==> src/rtl/seven_segment_mux_pwm_pkg.sv <==
// Shared constants for the seven-segment display driver: hex glyph table
// (active-high, segment a on bit 0) and the all-dark cathode pattern.
package seg_pkg;

    localparam logic [6:0] SEG_OFF = 7'h7F;

    localparam logic [6:0] HEX_SEG_TABLE [16] = '{
        7'h3F, 7'h06, 7'h5B, 7'h4F, 7'h66, 7'h6D, 7'h7D, 7'h07,
        7'h7F, 7'h6F, 7'h77, 7'h7C, 7'h39, 7'h5E, 7'h79, 7'h71
    };

endpackage

==> src/rtl/seven_segment_mux_pwm_if.sv <==
// Bundle between the status logic (master) and the display driver (slave).
interface seven_segment_mux_pwm_if #(
    parameter int NUM_DIGITS = 8,
    parameter int BRIGHT_W   = 4
);
    logic [4*NUM_DIGITS-1:0] val_in;
    logic [NUM_DIGITS-1:0]   dp_in;
    logic [NUM_DIGITS-1:0]   blank_in;
    logic                    load_in;
    logic                    lz_en_in;
    logic [BRIGHT_W-1:0]     bright_in;
    logic [6:0]              cat_out;
    logic                    dp_out;
    logic [NUM_DIGITS-1:0]   an_out;
    logic                    frame_done_out;

    modport master (
        output val_in, dp_in, blank_in, load_in, lz_en_in, bright_in,
        input  cat_out, dp_out, an_out, frame_done_out
    );

    modport slave (
        input  val_in, dp_in, blank_in, load_in, lz_en_in, bright_in,
        output cat_out, dp_out, an_out, frame_done_out
    );
endinterface

==> src/rtl/seven_segment_mux_pwm_hex_to_seg.sv <==
// Combinational hex nibble to active-high segment pattern lookup.
module hex_to_seg
    import seg_pkg::*;
(
    input  logic [3:0] nibble,
    output logic [6:0] seg
);
    assign seg = HEX_SEG_TABLE[nibble];
endmodule

==> src/rtl/seven_segment_mux_pwm.sv <==
// Multiplexed common-anode seven-segment driver with frame-synchronous
// double buffering, leading-zero suppression and PWM brightness.
module seven_segment_mux_pwm
    import seg_pkg::*;
#(
    parameter int NUM_DIGITS = 8,
    parameter int COUNT_TO   = 100_000,
    parameter int BRIGHT_W   = 4
) (
    input  logic                   clk_in,
    input  logic                   rst_in,
    seven_segment_mux_pwm_if.slave bus
);
    localparam int IDX_W = (NUM_DIGITS > 1) ? $clog2(NUM_DIGITS) : 1;
    localparam int CNT_W = (COUNT_TO > 0) ? $clog2(COUNT_TO + 1) : 1;
    localparam int VAL_W = 4 * NUM_DIGITS;
    localparam logic [CNT_W-1:0] SLOT_LAST  = CNT_W'(COUNT_TO);
    localparam logic [IDX_W-1:0] DIGIT_LAST = IDX_W'(NUM_DIGITS - 1);

    logic [CNT_W-1:0]      slot_cnt_reg, slot_cnt_next;
    logic [IDX_W-1:0]      digit_idx_reg, digit_idx_next;
    logic [BRIGHT_W-1:0]   pwm_cnt_reg;
    logic [VAL_W-1:0]      active_val_reg, pend_val_reg;
    logic [NUM_DIGITS-1:0] active_dp_reg, pend_dp_reg;
    logic [NUM_DIGITS-1:0] active_blank_reg, pend_blank_reg;
    logic                  pend_flag_reg;
    logic [6:0]            cat_reg, cat_next;
    logic                  dp_reg, dp_next;
    logic [NUM_DIGITS-1:0] an_reg, an_next;
    logic                  frame_done_reg;

    logic                  slot_end;
    logic                  frame_end;
    logic                  an_on;
    logic [6:0]            digit_seg [NUM_DIGITS];
    logic [NUM_DIGITS-1:0] upper_zero;
    logic [NUM_DIGITS-1:0] digit_dark;

    assign slot_end  = (slot_cnt_reg == SLOT_LAST);
    assign frame_end = slot_end && (digit_idx_reg == DIGIT_LAST);

    always_comb begin
        slot_cnt_next  = slot_cnt_reg + 1'b1;
        digit_idx_next = digit_idx_reg;
        if (slot_end) begin
            slot_cnt_next  = '0;
            digit_idx_next = frame_end ? '0 : digit_idx_reg + 1'b1;
        end
    end

    // Per-digit glyph and darkness, decoded from the active buffer only.
    generate
        for (genvar gi = 0; gi < NUM_DIGITS; gi++) begin : g_digit
            hex_to_seg u_hex (
                .nibble (active_val_reg[4*gi +: 4]),
                .seg    (digit_seg[gi])
            );
            assign upper_zero[gi] = (active_val_reg[VAL_W-1:4*gi] == '0);
            assign digit_dark[gi] = active_blank_reg[gi]
                                  | (bus.lz_en_in && (gi != 0) && upper_zero[gi]);
        end
    endgenerate

    assign an_on = (bus.bright_in == '1) || (pwm_cnt_reg < bus.bright_in);

    always_comb begin
        an_next = '1;
        if (an_on) begin
            an_next[digit_idx_reg] = 1'b0;
        end
        if (digit_dark[digit_idx_reg]) begin
            cat_next = SEG_OFF;
            dp_next  = 1'b1;
        end else begin
            cat_next = ~digit_seg[digit_idx_reg];
            dp_next  = ~active_dp_reg[digit_idx_reg];
        end
    end

    always_ff @(posedge clk_in or posedge rst_in) begin
        if (rst_in) begin
            slot_cnt_reg  <= '0;
            digit_idx_reg <= '0;
            pwm_cnt_reg   <= '0;
        end else begin
            slot_cnt_reg  <= slot_cnt_next;
            digit_idx_reg <= digit_idx_next;
            pwm_cnt_reg   <= pwm_cnt_reg + 1'b1;
        end
    end

    // A load landing on the boundary bypasses pending and goes live next frame.
    always_ff @(posedge clk_in or posedge rst_in) begin
        if (rst_in) begin
            active_val_reg   <= '0;
            active_dp_reg    <= '0;
            active_blank_reg <= '0;
            pend_val_reg     <= '0;
            pend_dp_reg      <= '0;
            pend_blank_reg   <= '0;
            pend_flag_reg    <= 1'b0;
        end else if (frame_end) begin
            if (bus.load_in) begin
                active_val_reg   <= bus.val_in;
                active_dp_reg    <= bus.dp_in;
                active_blank_reg <= bus.blank_in;
            end else if (pend_flag_reg) begin
                active_val_reg   <= pend_val_reg;
                active_dp_reg    <= pend_dp_reg;
                active_blank_reg <= pend_blank_reg;
            end
            pend_flag_reg <= 1'b0;
        end else if (bus.load_in) begin
            pend_val_reg   <= bus.val_in;
            pend_dp_reg    <= bus.dp_in;
            pend_blank_reg <= bus.blank_in;
            pend_flag_reg  <= 1'b1;
        end
    end

    always_ff @(posedge clk_in or posedge rst_in) begin
        if (rst_in) begin
            cat_reg        <= SEG_OFF;
            dp_reg         <= 1'b1;
            an_reg         <= '1;
            frame_done_reg <= 1'b0;
        end else begin
            cat_reg        <= cat_next;
            dp_reg         <= dp_next;
            an_reg         <= an_next;
            frame_done_reg <= frame_end;
        end
    end

    assign bus.cat_out        = cat_reg;
    assign bus.dp_out         = dp_reg;
    assign bus.an_out         = an_reg;
    assign bus.frame_done_out = frame_done_reg;

endmodule
==> src/flat_wrapper.sv <==
// flat-port wrapper written by rule: the top's interface ports become plain ports
module seven_segment_mux_pwm_flat import seg_pkg::*;
#(
    parameter int NUM_DIGITS = 8,
    parameter int COUNT_TO   = 100_000,
    parameter int BRIGHT_W   = 4
)
  (clk_in, rst_in, bus_val_in, bus_dp_in, bus_blank_in, bus_load_in, bus_lz_en_in, bus_bright_in, bus_cat_out, bus_dp_out, bus_an_out, bus_frame_done_out);
  seven_segment_mux_pwm_if #(.NUM_DIGITS(NUM_DIGITS), .BRIGHT_W(BRIGHT_W)) bus_i ();
  input  logic clk_in;
  input  logic rst_in;
  input wire logic [$bits(bus_i.val_in)-1:0] bus_val_in;
  input wire logic [$bits(bus_i.dp_in)-1:0] bus_dp_in;
  input wire logic [$bits(bus_i.blank_in)-1:0] bus_blank_in;
  input wire logic [$bits(bus_i.load_in)-1:0] bus_load_in;
  input wire logic [$bits(bus_i.lz_en_in)-1:0] bus_lz_en_in;
  input wire logic [$bits(bus_i.bright_in)-1:0] bus_bright_in;
  output wire logic [$bits(bus_i.cat_out)-1:0] bus_cat_out;
  output wire logic [$bits(bus_i.dp_out)-1:0] bus_dp_out;
  output wire logic [$bits(bus_i.an_out)-1:0] bus_an_out;
  output wire logic [$bits(bus_i.frame_done_out)-1:0] bus_frame_done_out;
  assign bus_i.val_in = bus_val_in;
  assign bus_i.dp_in = bus_dp_in;
  assign bus_i.blank_in = bus_blank_in;
  assign bus_i.load_in = bus_load_in;
  assign bus_i.lz_en_in = bus_lz_en_in;
  assign bus_i.bright_in = bus_bright_in;
  assign bus_cat_out = bus_i.cat_out;
  assign bus_dp_out = bus_i.dp_out;
  assign bus_an_out = bus_i.an_out;
  assign bus_frame_done_out = bus_i.frame_done_out;
  seven_segment_mux_pwm #(.NUM_DIGITS(NUM_DIGITS), .COUNT_TO(COUNT_TO), .BRIGHT_W(BRIGHT_W)) u_core (.clk_in(clk_in), .rst_in(rst_in), .bus(bus_i));
endmodule
==> config.mk <==
export PLATFORM = sky130hd
export DESIGN_NAME = seven_segment_mux_pwm_flat
export DESIGN_NICKNAME = d
export VERILOG_FILES = /design/src/rtl/seven_segment_mux_pwm_pkg.sv /design/src/rtl/seven_segment_mux_pwm_if.sv /design/src/rtl/seven_segment_mux_pwm_hex_to_seg.sv /design/src/rtl/seven_segment_mux_pwm.sv /design/src/flat_wrapper.sv
export SDC_FILE = /design/constraint.sdc
export NUM_CORES = 1
export LEC_CHECK = 0
export BUFFER_PORTS_ARGS = -buffer_cell sky130_fd_sc_hd__buf_2
export CAP_MARGIN = 20
export CORE_MARGIN = 5
export CORE_UTILIZATION = 55
export DETAILED_ROUTE_END_ITERATION = 10
export PLACE_DENSITY = 0.74
export SLEW_MARGIN = 20
export SYNTH_ARGS = -nofsm -noshare
export SYNTH_HDL_FRONTEND = slang
export SYNTH_HIERARCHICAL = 1
export SYNTH_SLANG_ARGS = --single-unit
==> constraint.sdc <==
create_clock -name clk_in -period 4.6 [get_ports clk_in]
set_clock_uncertainty 0.2 [all_clocks]
set_input_delay 0.46 -clock clk_in [delete_from_list [all_inputs] [get_ports clk_in]]
set_output_delay 0.46 -clock clk_in [all_outputs]
set_load 0.005 [all_outputs]
* After elaboration in Yosys (flattened, before gate mapping)
Memories as Yosys holds them, arrays and structs flattened.
Cells that the tools add are included.
** Storage, ports and cells
- Output and inout port bits :: 17
- Memories :: 8
- Register bits :: 138
- Bits of input ports :: 56
- Logic and storage cells :: 119
- ROM bits :: 896
** Memories
- (name not given) :: depth 16, width 7, read ports 1, clocked after memory_dff 0, write ports 0, line seven_segment_mux_pwm_hex_to_seg.sv:8 : assign seg = HEX_SEG_TABLE[nibble];
- (name not given) :: depth 16, width 7, read ports 1, clocked after memory_dff 0, write ports 0, line seven_segment_mux_pwm_hex_to_seg.sv:8
- (name not given) :: depth 16, width 7, read ports 1, clocked after memory_dff 0, write ports 0, line seven_segment_mux_pwm_hex_to_seg.sv:8
- (name not given) :: depth 16, width 7, read ports 1, clocked after memory_dff 0, write ports 0, line seven_segment_mux_pwm_hex_to_seg.sv:8
- (name not given) :: depth 16, width 7, read ports 1, clocked after memory_dff 0, write ports 0, line seven_segment_mux_pwm_hex_to_seg.sv:8
- (name not given) :: depth 16, width 7, read ports 1, clocked after memory_dff 0, write ports 0, line seven_segment_mux_pwm_hex_to_seg.sv:8
- 2 more memories
** Cells by class
- Add/subtract/negate cells :: 3
- Reduce and logical (&&, ||, !) cells :: 21
- Order comparisons :: 12
- Bitwise operators :: 20
- Mux-type cells :: 38
- Eq/ne operators :: 3
** Operators with widths (number)
- 7-bit 2-to-1 mux :: 19
- 32-bit 2-to-1 mux :: 2
- 5-bit >= comparator (second input constant) :: 8
- 8-bit 2-to-1 mux :: 5
- 4-bit inverter with 5-bit output :: 8
- 28-bit logical NOT :: 1
- 24-bit logical NOT :: 1
- 7-bit binary-select mux with 3-bit select :: 1
- 20-bit logical NOT :: 1
- 17-bit by 1-bit adder with 17-bit output (second input constant) :: 1
- 17-bit == test (second input constant) :: 1
- 17-bit 2-to-1 mux :: 1
- 16-bit logical NOT :: 1
- 12-bit logical NOT :: 1
- 1-bit logical AND :: 9
- 8-bit logical NOT :: 1
- 8-bit inverter :: 1
- 7-bit inverter :: 1
- 1-bit OR :: 7
- 1-bit binary-select mux with 3-bit select :: 2
- 1-bit 2-to-1 mux :: 6
- 4-bit by 1-bit adder with 4-bit output (second input constant) :: 1
- 4-bit == test (second input constant) :: 1
- 4-bit >= comparator (second input constant) :: 1
- other kinds (13) :: 16

* Longest topological paths before layout
Gate-level depths: netlist of the first run.
- Depth in word-level cells :: 9
- Depth in mapped cells :: 10
- Gate-level depth less buffers :: 9

* Modules after synthesis
The synthesis of the first run kept the hierarchy.
** By module, submodules not included
- seven_segment_mux_pwm :: seq. area each 3473.3 um^2, times used 1, cells each 499, area each 6725.2 um^2
- hex_to_seg (u_core.g_digit[0].u_hex ...) :: seq. area each 0.0 um^2, times used 6, cells each 33, area each 287.8 um^2
- hex_to_seg (u_core.g_digit[1].u_hex) :: seq. area each 0.0 um^2, times used 1, cells each 33, area each 290.3 um^2
- hex_to_seg (u_core.g_digit[4].u_hex) :: seq. area each 0.0 um^2, times used 1, cells each 33, area each 282.8 um^2

* Worst setup path after synthesis of the first run
Ideal clock, no wire load.
- Kind :: register to register
- Start point :: register u_core.slot_cnt_reg[0]
- End point :: register u_core.pend_blank_reg[0]
- Stages on the path, launching flop included :: 11
- Path buffers :: 3
- Data required time :: 4.275 ns
- Data arrival time :: 1.957 ns
- Setup time :: 0.125 ns
- Period minus slack after synthesis :: 2.282 ns
- Path slack :: 2.318 ns
- Cells stage by stage :: dfrtp_1 inv_1 ha_1 nor4bb_1 and4_1 buf_2 and2_4 nand2b_4 buf_6 buf_6 mux2_4
** On the way
- Word-level cells in the longest chain between the ends :: 4
** RTL lines
- from (decl) :: line seven_segment_mux_pwm.sv:20 : logic [CNT_W-1:0] slot_cnt_reg, slot_cnt_next;
- from (signal assigned) :: line seven_segment_mux_pwm.sv:86 : slot_cnt_reg <= slot_cnt_next;
- 17-bit == test :: line seven_segment_mux_pwm.sv:39 : assign slot_end = (slot_cnt_reg == SLOT_LAST);
- 1-bit logical AND :: line seven_segment_mux_pwm.sv:40 : assign frame_end = slot_end && (digit_idx_reg == DIGIT_LAST);
- named net u_core.frame_end :: line seven_segment_mux_pwm.sv:33 : logic frame_end;
- 1-bit inverter (no source line)
- 2-bit AND reduction (no source line)
- to (signal assigned) :: line seven_segment_mux_pwm.sv:116 : pend_blank_reg <= bus.blank_in;
- to (decl) :: line seven_segment_mux_pwm.sv:25 : logic [NUM_DIGITS-1:0] active_blank_reg, pend_blank_reg;
The timed path passes the listed nets, and every way through them passes these cells.
A chain may end at the register's enable or synchronous reset.

* Worst setup path in the final report of the first run
- Start point :: register u_core.digit_idx_reg[2]
- End point :: register u_core.pend_val_reg[6]
** On the way
- Word-level cells in the longest chain between the ends :: 4
** RTL lines
- from (decl) :: line seven_segment_mux_pwm.sv:21 : logic [IDX_W-1:0] digit_idx_reg, digit_idx_next;
- from (signal assigned) :: line seven_segment_mux_pwm.sv:87 : digit_idx_reg <= digit_idx_next;
- 3-bit == test :: line seven_segment_mux_pwm.sv:40
- 1-bit logical AND :: line seven_segment_mux_pwm.sv:40
- named net u_core.frame_end :: line seven_segment_mux_pwm.sv:33
- 1-bit inverter (no source line)
- 2-bit AND reduction (no source line)
- to (signal assigned) :: line seven_segment_mux_pwm.sv:114 : pend_val_reg <= bus.val_in;
- to (decl) :: line seven_segment_mux_pwm.sv:23 : logic [VAL_W-1:0] active_val_reg, pend_val_reg;
The timed path passes the listed nets, and every way through them passes these cells.

==> impl_metrics.csv, run 1 <==
group,metric,value,unit
final_layout,final_common_cell,"mux2_2",
synth,syn_area,9020,um^2
critical_path,path_max_fanout,48,
placement,gp_congestion,0.854,
synth,syn_avg_cell_area,11.8,um^2
final_layout,layout_common_cells,"155 x mux2_2, 121 x dfrtp_1, 72 x buf_2, 64 x ha_1, 50 x inv_1",
grt,grt_max_degree,139,
grt,grt_pass1_vias,6223,
detailed_routing,avgRoutedWirePerCell,17.9,um
die,row_count,46,
hold_path,hp-class,"in2async",
timing,worstMarginPinSlew,0.988,ns
critical_path,crit_path_end_kind,"flop",
die,dieArea,19100,um^2
critical_path,critPathMaxStageDelay,0.99,ns
timing,slew_violations,0,
die,die_x,138,um
critical_path,critPathBufInv,0,
power,p_per_area,290,nW/um^2
clocking,cts-root-buf,"clkbuf_16",
timing,setup_violations,0,
critical_path,worstPathCellList,"ha_1, and2_4, nand2b_4, mux2_2",
grt,grt_overflow,0,
final_layout,fin_cells,1044,
timing,fin_tns_setup,0,ns
detailed_routing,drt_first_pass_iters,7,
clocking,htree_levels,4,
timing,maxSlewHeadroom,0.341,
synth,seq_area_frac_synth,0.385,
detailed_routing,vias,6073,
detailed_routing,viasPerCell,5.82,
grt,antenna_found_initial,0,
timing,fin_crit_sh,0.638,
grt,grt_pass1_wl,31.5,mm
synth,synth_top_area_share,0.338,
final_layout,drive_gt1_frac,0.390,
synth,yosysTopAreaCell,"dfrtp_1",
power,peakVddDrop,250,uV
timing,fin_ws,1.67,ns
clocking,clock_sinks,138,
synth,syn_nets,883,
critical_path,crit_slowest_cell,"dfrtp_1",
die,die_y,138,um
synth,synthTopCellsByArea,"dfrtp_1 34%, mux2_2 19%, ha_1 8.9%",
detailed_routing,drc,0,
critical_path,start_kind,"flop",
timing,grt_setup_unrepaired,"no",
grt,grt_use_total,0.200,
synth,synth_cell_types,62,
clocking,post_cts_resized,0,
timing,hold_viol,0,
die,start_util,0.564,
detailed_routing,wirelength,18.7,mm
placement,place_ws,1.39,ns
placement,dp_hpwl,13.1,mm
clocking,numCtsBuffers,17,
final_layout,layout.nets,935,
timing,hold_ws,0.00677,ns
placement,dp_cells,1012,
power,leakagePower,4.39,nW
flow_run,drv_cap,0,
final_layout,syn_to_final_growth,11.4,%
clocking,clk_pin_slew,0.06,ns
clocking,cts_buffer_depth,2,
timing,period_needed,2.93,ns
detailed_routing,drtIter0Drc,515,
synth,synthFlopType,"dfrtp_1",
clocking,holdBufCountCts,0,
synth,synth_cells,763,
clocking,cts_setup_buffers,0,
synth,synth-edff-count,0,
synth,synth_seq_cells,138,
clocking,clk_latency,0.42,ns
synth,yosys_warnings,6,
outcome,status,"finished, final reports clean",
detailed_routing,drtAntennaViolNets,0,
final_layout,diodes,0,
critical_path,path_delay_family,"flip-flops",
clocking,cts_tree,"built",
critical_path,cp.arrival,3.03,ns
critical_path,critPathKind,"reg2reg",
timing,fmax,341,MHz
placement,port_buffers,72,
die,ios,73,
synth,async_reset_ff_frac,1.00,
critical_path,cp.required,4.70,ns
die,core,16000,um^2
==> synth_stat cells (all sizes together), types with 4 or more instances <==
| master | number |
|---|---|
| mux2 | 176 |
| dfrtp | 122 |
| ha | 64 |
| inv | 52 |
| buf | 35 |
| mux2i | 28 |
| a21oi | 25 |
| nand2 | 22 |
| nor2 | 22 |
| nor3 | 22 |
| dfstp | 16 |
| o21ai | 15 |
| mux4 | 14 |
| nand2b | 13 |
| nand3b | 10 |
| nor2b | 10 |
| clkbuf | 9 |
| xnor2 | 8 |
| xor2 | 8 |
| a31o | 7 |
| o22ai | 7 |
| o31a | 7 |
| o32a | 7 |
| or2b | 7 |
| nor4 | 6 |
| nand4 | 5 |
| and3 | 4 |
| nand3 | 4 |
==> path summary, 6_finish.rpt <==
path / startpoint / to / slack [ns] / depth (start not counted)
min in group clk_in: bus_val_in[25] / u_core/pend_val_reg[25] / 0.08 / 2
hold reg to reg: u_core/pwm_cnt_reg[0] / u_core/pwm_cnt_reg[0] / 0.27 / 1
setup / recovery: u_core/digit_idx_reg[2] / u_core/pend_val_reg[6] / 1.67 / 4
max in group asynchronous: rst_in / u_core/active_val_reg[14] / 3.64 / 3
setup reg to reg: u_core/digit_idx_reg[2] / u_core/pend_val_reg[6] / 1.67 / 4
hold / removal: rst_in / u_core/slot_cnt_reg[14] / 0.007 / 3
==> routing by layer <==
| metal | global-route usage | wire length [um] | up-vias |
|---|---|---|---|
| met4 | 0.0738 | 469 | 0 |
| met5 | 0 | 0 | - |
| li1 | - | - | 2854 |
| met3 | 0.0566 | 905 | 42 |
| met1 | 0.259 | 8350 | 3002 |
| met2 | 0.320 | 8990 | 175 |
==> stage by stage <==
step / power [W] / cell area, um^2 / utilization
after detailed placement: 0.00149 / 9420 / 0.589
after floorplan: 0.00143 / 9020 / -
after CTS: 0.00295 / 10100 / 0.628
after global routing: 0.00303 / 10100 / 0.628
final: 0.00292 / 10100 / 0.628
after global placement: 0.00148 / 9420 / 0.589
==> final cells by class <==
| type | instances | area [um^2] |
|---|---|---|
| flip-flops and latches | 138 | 3470 |
| repair buffers | 77 | 410 |
| clock inverters | 13 | 194 |
| well taps | 216 | 270 |
| inverters | 52 | 200 |
| fillers | 1248 | 5950 |
| clock buffers | 19 | 433 |
| multi-input cells | 529 | 5070 |
==> tightest hold or removal path, stage by stage <==
cell and delay (ns):
buf_2 0.11, inv_4 0.05, buf_12 0.51
==> kinds of logic (layout without fill, tap and decap cells) <==
logic type	after synthesis	after routing	share of synthesized area
mux	218	218	0.297
flops	138	138	0.385
simple gates	139	139	0.0868
xor+xnor	16	16	0.0155
fa+ha+maj	64	64	0.0887
compound gates	92	92	0.0727
buf+inv	96	161	0.0542
==> power by group <==
group / leakage, nW / total (W) / internal, W / switching (W)
logic: 2.36 / 0.000189 / 0.000108 / 0.0000819
clock network: 0.296 / 0.00145 / 0.000914 / 0.000537
registers: 1.73 / 0.00128 / 0.00126 / 0.0000212
(Power assumes the default switching activity.)
==> run 2: changes to the inputs <==
--- a/config.mk
+++ b/config.mk
@@ -5,6 +5,7 @@
 export SDC_FILE = /design/constraint.sdc
 export NUM_CORES = 1
 export LEC_CHECK = 0
+export ABC_AREA = 1
 export BUFFER_PORTS_ARGS = -buffer_cell sky130_fd_sc_hd__buf_2
 export CAP_MARGIN = 20
 export CORE_MARGIN = 5
==> constraint.sdc (replaced) <==
create_clock -name clk_in -period 2.97 [get_ports clk_in]
set_clock_uncertainty 0.2 [all_clocks]
set_input_delay 0.297 -clock clk_in [delete_from_list [all_inputs] [get_ports clk_in]]
set_output_delay 0.297 -clock clk_in [all_outputs]
set_load 0.005 [all_outputs]
==> impl_metrics.csv, run 2 <==
group,metric,value,unit
outcome,status,"finished, final reports clean",
clocking,numCtsBuffers,17,
grt,grt_pass1_vias,7490,
synth,synthXorXnorAreaFrac,0.00989,
final_layout,final_common_cell,"nand2_1",
critical_path,crit_path_end_kind,"flop",
critical_path,critPathBufInv,2,
placement,gp_congestion,0.934,
synth,synthFlopType,"dfrtp_1",
clocking,clock_sinks,138,
final_layout,nFillCells,1321,
critical_path,crit_slowest_cell,"dfrtp_1",
placement,dp_cells,1430,
timing,fin_crit_sh,0.813,
die,core,15800,um^2
final_layout,layout_common_cells,"406 x nand2_1, 122 x dfrtp_1, 116 x nand3_1, 102 x inv_1, 72 x nor2_1",
final_layout,fin_util,0.661,
synth,synth_cell_types,37,
die,start_util,0.559,
final_layout,syn_to_final_growth,18.2,%
clocking,clk_pin_slew,0.06,ns
placement,place_area,9350,um^2
hold_path,hp-class,"in2reg",
synth,synth_adder_area_share,0.0904,
grt,grt_overflow,0,
final_layout,multi_input_area,4670,um^2
synth,synth_cells,1176,
clocking,cts_setup_buffers,0,
detailed_routing,avgRoutedWirePerCell,13.6,um
synth,synth_seq_cells,138,
synth,synth_top_family_by_area,"simple AND/OR/NAND/NOR gates",
die,ios,73,
timing,period_needed,2.41,ns
power,p_per_area,428,nW/um^2
synth,seq_area_frac_synth,0.392,
clocking,cts_buffer_depth,2,
critical_path,cp.arrival,2.55,ns
synth,synth-compound-area-share,0.0643,
grt,grt_pass1_wl,35.2,mm
detailed_routing,vias,7862,
timing,fin_tns_setup,0,ns
synth,syn_nets,1296,
critical_path,path_max_fanout,36,
clocking,holdBufCountCts,50,
synth,yosysTopAreaCell,"dfrtp_1",
timing,grt_setup_unrepaired,"no",
detailed_routing,drtIter0Drc,663,
clocking,clk_latency,0.42,ns
synth,synth_most_common_cell,"nand2_1",
detailed_routing,drt_first_pass_iters,5,
final_layout,postLayoutCellArea,10500,um^2
synth,syn_area,8850,um^2
detailed_routing,viasPerCell,5.20,
critical_path,cp.required,3.10,ns
grt,antenna_found_initial,0,
synth,synth_top_area_share,0.345,
grt,grt_use_total,0.232,
final_layout,final-seq-area,3470,um^2
clocking,post_cts_resized,0,
timing,worstMarginPinSlew,0.743,ns
die,die_y,137,um
grt,grt_max_degree,62,
power,leakagePower,5.25,nW
timing,slew_violations,0,
synth,syn_avg_cell_area,7.53,um^2
power,peakVddDrop,372,uV
die,row_count,46,
critical_path,critPathKind,"reg2reg",
clocking,htree_levels,4,
timing,hold_viol,0,
final_layout,drive_gt1_frac,0.132,
synth,synth-edff-count,0,
critical_path,worstPathCellList,"ha_1, ha_1, nand2_4, inv_2, nand2_4, buf_4, nand2_1, o21ai_1",
final_layout,diodes,0,
synth,yosys_warnings,6,
placement,dp_hpwl,14.4,mm
synth,async_reset_ff_frac,1.00,
critical_path,critPathMaxStageDelay,0.55,ns
placement,port_buffers,72,
timing,maxSlewHeadroom,0.499,
critical_path,start_kind,"flop",
die,die_x,137,um
clocking,cts-root-buf,"clkbuf_16",
timing,setup_violations,0,
final_layout,fin_cells,1512,
clocking,cts_tree,"built",
flow_run,drv_cap,0,
detailed_routing,drc,0,
critical_path,path_delay_family,"simple AND/OR/NAND/NOR gates",
die,dieArea,18700,um^2
synth,synth_mux_area_frac,0.0543,
synth,synth_common_cells,"406 x nand2_1, 122 x dfrtp_1, 116 x nand3_1",
detailed_routing,wirelength,20.6,mm
critical_path,rrSetupSlack,0.56,ns
detailed_routing,drtAntennaViolNets,0,
final_layout,layout.nets,1403,
timing,fmax,414,MHz
synth,synth_simple_gate_area_share,0.308,
synth,synthTopCellsByArea,"dfrtp_1 34%, nand2_1 17%, ha_1 9.0%",
==> run 2: changes by cell type after synthesis, moves of 42 or more <==
cell     before  now
mux2_2      155    0
nand3_1       4  116
nor2_1       22   72
inv_1        51  103
nand2_1      22  406
o21ai_1       0   42
==> run 2: final cells by class <==
type / instances / share of cell area
clock inverters: 11 / 0.0136
inverters: 118 / 0.0436
well taps: 216 / 0.0258
flip-flops and latches: 138 / 0.332
clock buffers: 21 / 0.0450
repair buffers: 132 / 0.0933
multi-input cells: 876 / 0.447
==> run 2: stage by stage <==
step / setup WS, ns / total power [W] / hold slack (ns)
5_1_grt: 0.401 / 0.00465 / 0.0952
2_1_floorplan: 0.765 / 0.00217 / 0.238
3_5_place_dp: 0.607 / 0.00226 / 0.221
3_3_place_gp: 0.673 / 0.00226 / 0.221
6_report: 0.557 / 0.00448 / 0.0821
4_1_cts: 0.581 / 0.00453 / 0.0648
==> run 2: cells by family (layout without fill, tap and decap cells) <==
family,count (synthesis),in the layout
AO/OA/AOI/OAI,103,103
flip-flops,138,138
AND/OR/NAND/NOR,651,651
adder cells (fa/ha/maj),64,64
multiplexers,48,48
buffers and inverters,162,282
XOR/XNOR,10,10
==> run 2: worst paths after layout <==
path,startpoint,to,cells past startpoint
max in group asynchronous,rst_in,u_core/bus.cat_out[1],4
worst max-delay path,u_core/digit_idx_reg[0],u_core/active_blank_reg[2],8
worst min register to register,u_core/pend_dp_reg[2],u_core/pend_dp_reg[2],2
worst max register to register,u_core/digit_idx_reg[0],u_core/active_blank_reg[2],8
min in group asynchronous,rst_in,u_core/pwm_cnt_reg[0],3
worst min-delay path,bus_load_in,u_core/pend_flag_reg,4
==> run 2: per-layer routing <==
layer	GRT usage	wire (um)
met5	0	0
met3	0.0434	1190
met1	0.311	9240
met4	0.0876	437
met2	0.376	9760
==> run 2: worst register-to-register path, delay by kind of cell, from the launching register on <==
family | cells | cell delay, ns
and+or+nand+nor | 3 | 0.56
DFF | 1 | 0.55
adders and majority gates | 2 | 0.51
buffers and inverters | 2 | 0.40
AOI/OAI and AO/OA | 1 | 0.11
==> run 2: power by group <==
part	switching, W	total, W	internal (W)
Sequential	0.0000320	0.00197	0.00194
Combinational	0.000165	0.000312	0.000147
Clock	0.000809	0.00219	0.00139
==> run 3: changes to the inputs <==
--- a/config.mk
+++ b/config.mk
@@ -5,7 +5,7 @@
 export SDC_FILE = /design/constraint.sdc
 export NUM_CORES = 1
 export LEC_CHECK = 0
-export ABC_AREA = 1
+export ABC_AREA = 0
 export BUFFER_PORTS_ARGS = -buffer_cell sky130_fd_sc_hd__buf_2
 export CAP_MARGIN = 20
 export CORE_MARGIN = 5
==> constraint.sdc (replaced) <==
create_clock -name clk_in -period 2.3 [get_ports clk_in]
set_clock_uncertainty 0.2 [all_clocks]
set_input_delay 0.23 -clock clk_in [delete_from_list [all_inputs] [get_ports clk_in]]
set_output_delay 0.23 -clock clk_in [all_outputs]
set_load 0.005 [all_outputs]
==> impl_metrics.csv, run 3 (synthesis results as in run 1) <==
group,metric,value,unit
critical_path,cp.arrival,2.40,ns
hold_path,hp-class,"in2reg",
clocking,clock_sinks,138,
grt,grt_overflow,0,
hold_path,min_path_cells,3,
die,row_count,46,
timing,maxSlewHeadroom,0.633,
final_layout,diodes,0,
power,p_per_area,501,nW/um^2
die,dieArea,19100,um^2
timing,fin_crit_sh,0.996,
placement,dp_hpwl,14.8,mm
clocking,clk_pin_slew,0.06,ns
final_layout,layout.nets,1063,
detailed_routing,drtAntennaViolNets,0,
final_layout,syn_to_final_growth,26.2,%
die,ios,73,
critical_path,rr_startpoint,"u_core/slot_cnt_reg[1]",
die,die_y,138,um
critical_path,critPathKind,"reg2reg",
final_layout,nFillCells,1113,
grt,grt_pass1_wl,34.8,mm
grt,grt_max_degree,72,
detailed_routing,viasPerCell,5.59,
timing,fmax,436,MHz
clocking,htree_levels,4,
critical_path,worst_r2r_endpoint,"u_core/pend_val_reg[13]",
timing,setup_violations,0,
grt,grt_pass1_vias,7010,
final_layout,final_common_cell,"mux2_2",
power,peakVddDrop,614,uV
final_layout,postLayoutCellArea,11400,um^2
clocking,cts_buffer_depth,2,
grt,grt_use_total,0.221,
clocking,numCtsBuffers,17,
critical_path,worstRegToRegCells,8,
hold_path,hold_start,"bus_load_in",
final_layout,drive_gt1_frac,0.475,
detailed_routing,wirelength,21.2,mm
detailed_routing,avgRoutedWirePerCell,18.1,um
timing,grt_setup_unrepaired,"yes",
critical_path,rrSetupSlack,0.008,ns
placement,place_area,10100,um^2
critical_path,cp.required,2.41,ns
flow_run,drv_cap,0,
critical_path,start_kind,"flop",
power,total_power,0.00571,W
power,leakagePower,5.01,nW
clocking,clk_latency,0.43,ns
clocking,cts_tree,"built",
placement,port_buffers,72,
timing,hold_viol,0,
detailed_routing,vias,6555,
final_layout,layout_common_cells,"155 x mux2_2, 120 x dfrtp_1, 72 x buf_2, 71 x buf_4, 49 x dlygate4sd3_1",
timing,worstMarginPinSlew,0.546,ns
hold_path,hold_path_end,"u_core/pend_flag_reg",
critical_path,crit_path_end_kind,"flop",
placement,gp_congestion,0.914,
outcome,status,"finished, final reports clean",
die,start_util,0.564,
timing,slew_violations,0,
grt,antenna_found_initial,0,
clocking,cts-root-buf,"clkbuf_16",
die,die_x,138,um
detailed_routing,drtIter0Drc,432,
detailed_routing,drc,0,
timing,period_needed,2.29,ns
critical_path,path_max_fanout,24,
detailed_routing,drt_first_pass_iters,4,
die,core,16000,um^2
## run 3: report_power, final
part / switching, W / internal [W]
Combinational: 0.000191 / 0.000293
Sequential: 0.0000443 / 0.00252
Clock: 0.00111 / 0.00156
Total: 0.00134 / 0.00436
## run 3: how the worst max path moves through the flow
stage          cells past startpoint                 startpoint                       end
2_1_floorplan                     10     u_core/slot_cnt_reg[0]  u_core/pend_blank_reg[0]
3_3_place_gp                       7  u_core/active_val_reg[17]     u_core/bus.cat_out[0]
3_5_place_dp                       8     u_core/slot_cnt_reg[0]   u_core/pend_val_reg[13]
4_1_cts                            8     u_core/slot_cnt_reg[0]   u_core/pend_val_reg[13]
5_1_grt                            8     u_core/slot_cnt_reg[0]   u_core/pend_val_reg[13]
6_report                           8     u_core/slot_cnt_reg[1]   u_core/pend_val_reg[13]
## run 3: what timing repair did
| item | 4_1_cts | 5_1_grt |
|---|---|---|
| setup endpoints to repair | 48 | 56 |
| hold buffers | 49 | 0 |
| pin swaps | 0 | 7 |
| cloned | 0 | 2 |
| resized for setup | 5 | 61 |
| buffers inserted | 0 | 4 |
| endpoints found under the hold margin | 205 | 0 |
## run 3: critical path, stage by stage, from the launching register on
cell and delay [ns]:
dfrtp_1 0.38, inv_1 0.06, ha_1 0.15, nor4bb_4 0.20, and4_1 0.26, and2_4 0.16
nand2b_4 0.17, buf_12 0.21, mux2_2 0.36
## run 3: layer usage
| metal | up-vias | GRT usage | routed length, um |
|---|---|---|---|
| met5 | - | 0 | 0 |
| met4 | 0 | 0.0796 | 526 |
| met3 | 41 | 0.0524 | 952 |
| met2 | 174 | 0.376 | 10700 |
| met1 | 3237 | 0.275 | 9070 |
| li1 | 3103 | - | - |
## run 3: layout make-up
type / count / area [um^2] / share of cell area
Clock inverter: 12 / 115 / 0.0101
Multi-Input combinational cell: 529 / 5250 / 0.461
Timing Repair Buffer: 205 / 1620 / 0.142
Tap cell: 216 / 270 / 0.0237
Sequential cell: 138 / 3480 / 0.305
Inverter: 52 / 201 / 0.0177
Clock buffer: 20 / 457 / 0.0401
## run 3: metrics by stage
stage	cells	setup TNS, ns	hold slack, ns	worst slack [ns]	utilization
5_1_grt	1172	-3.46	0.0313	-0.0927	0.712
2_1_floorplan	763	0	0.179	0.0176	-
3_3_place_gp	1085	-0.178	0.0157	-0.0475	0.629
6_report	1172	0	0.0531	0.00806	0.712
3_5_place_dp	1085	-0.929	0.0186	-0.0534	0.629
4_1_cts	1166	0	0.0307	0.00507	0.697
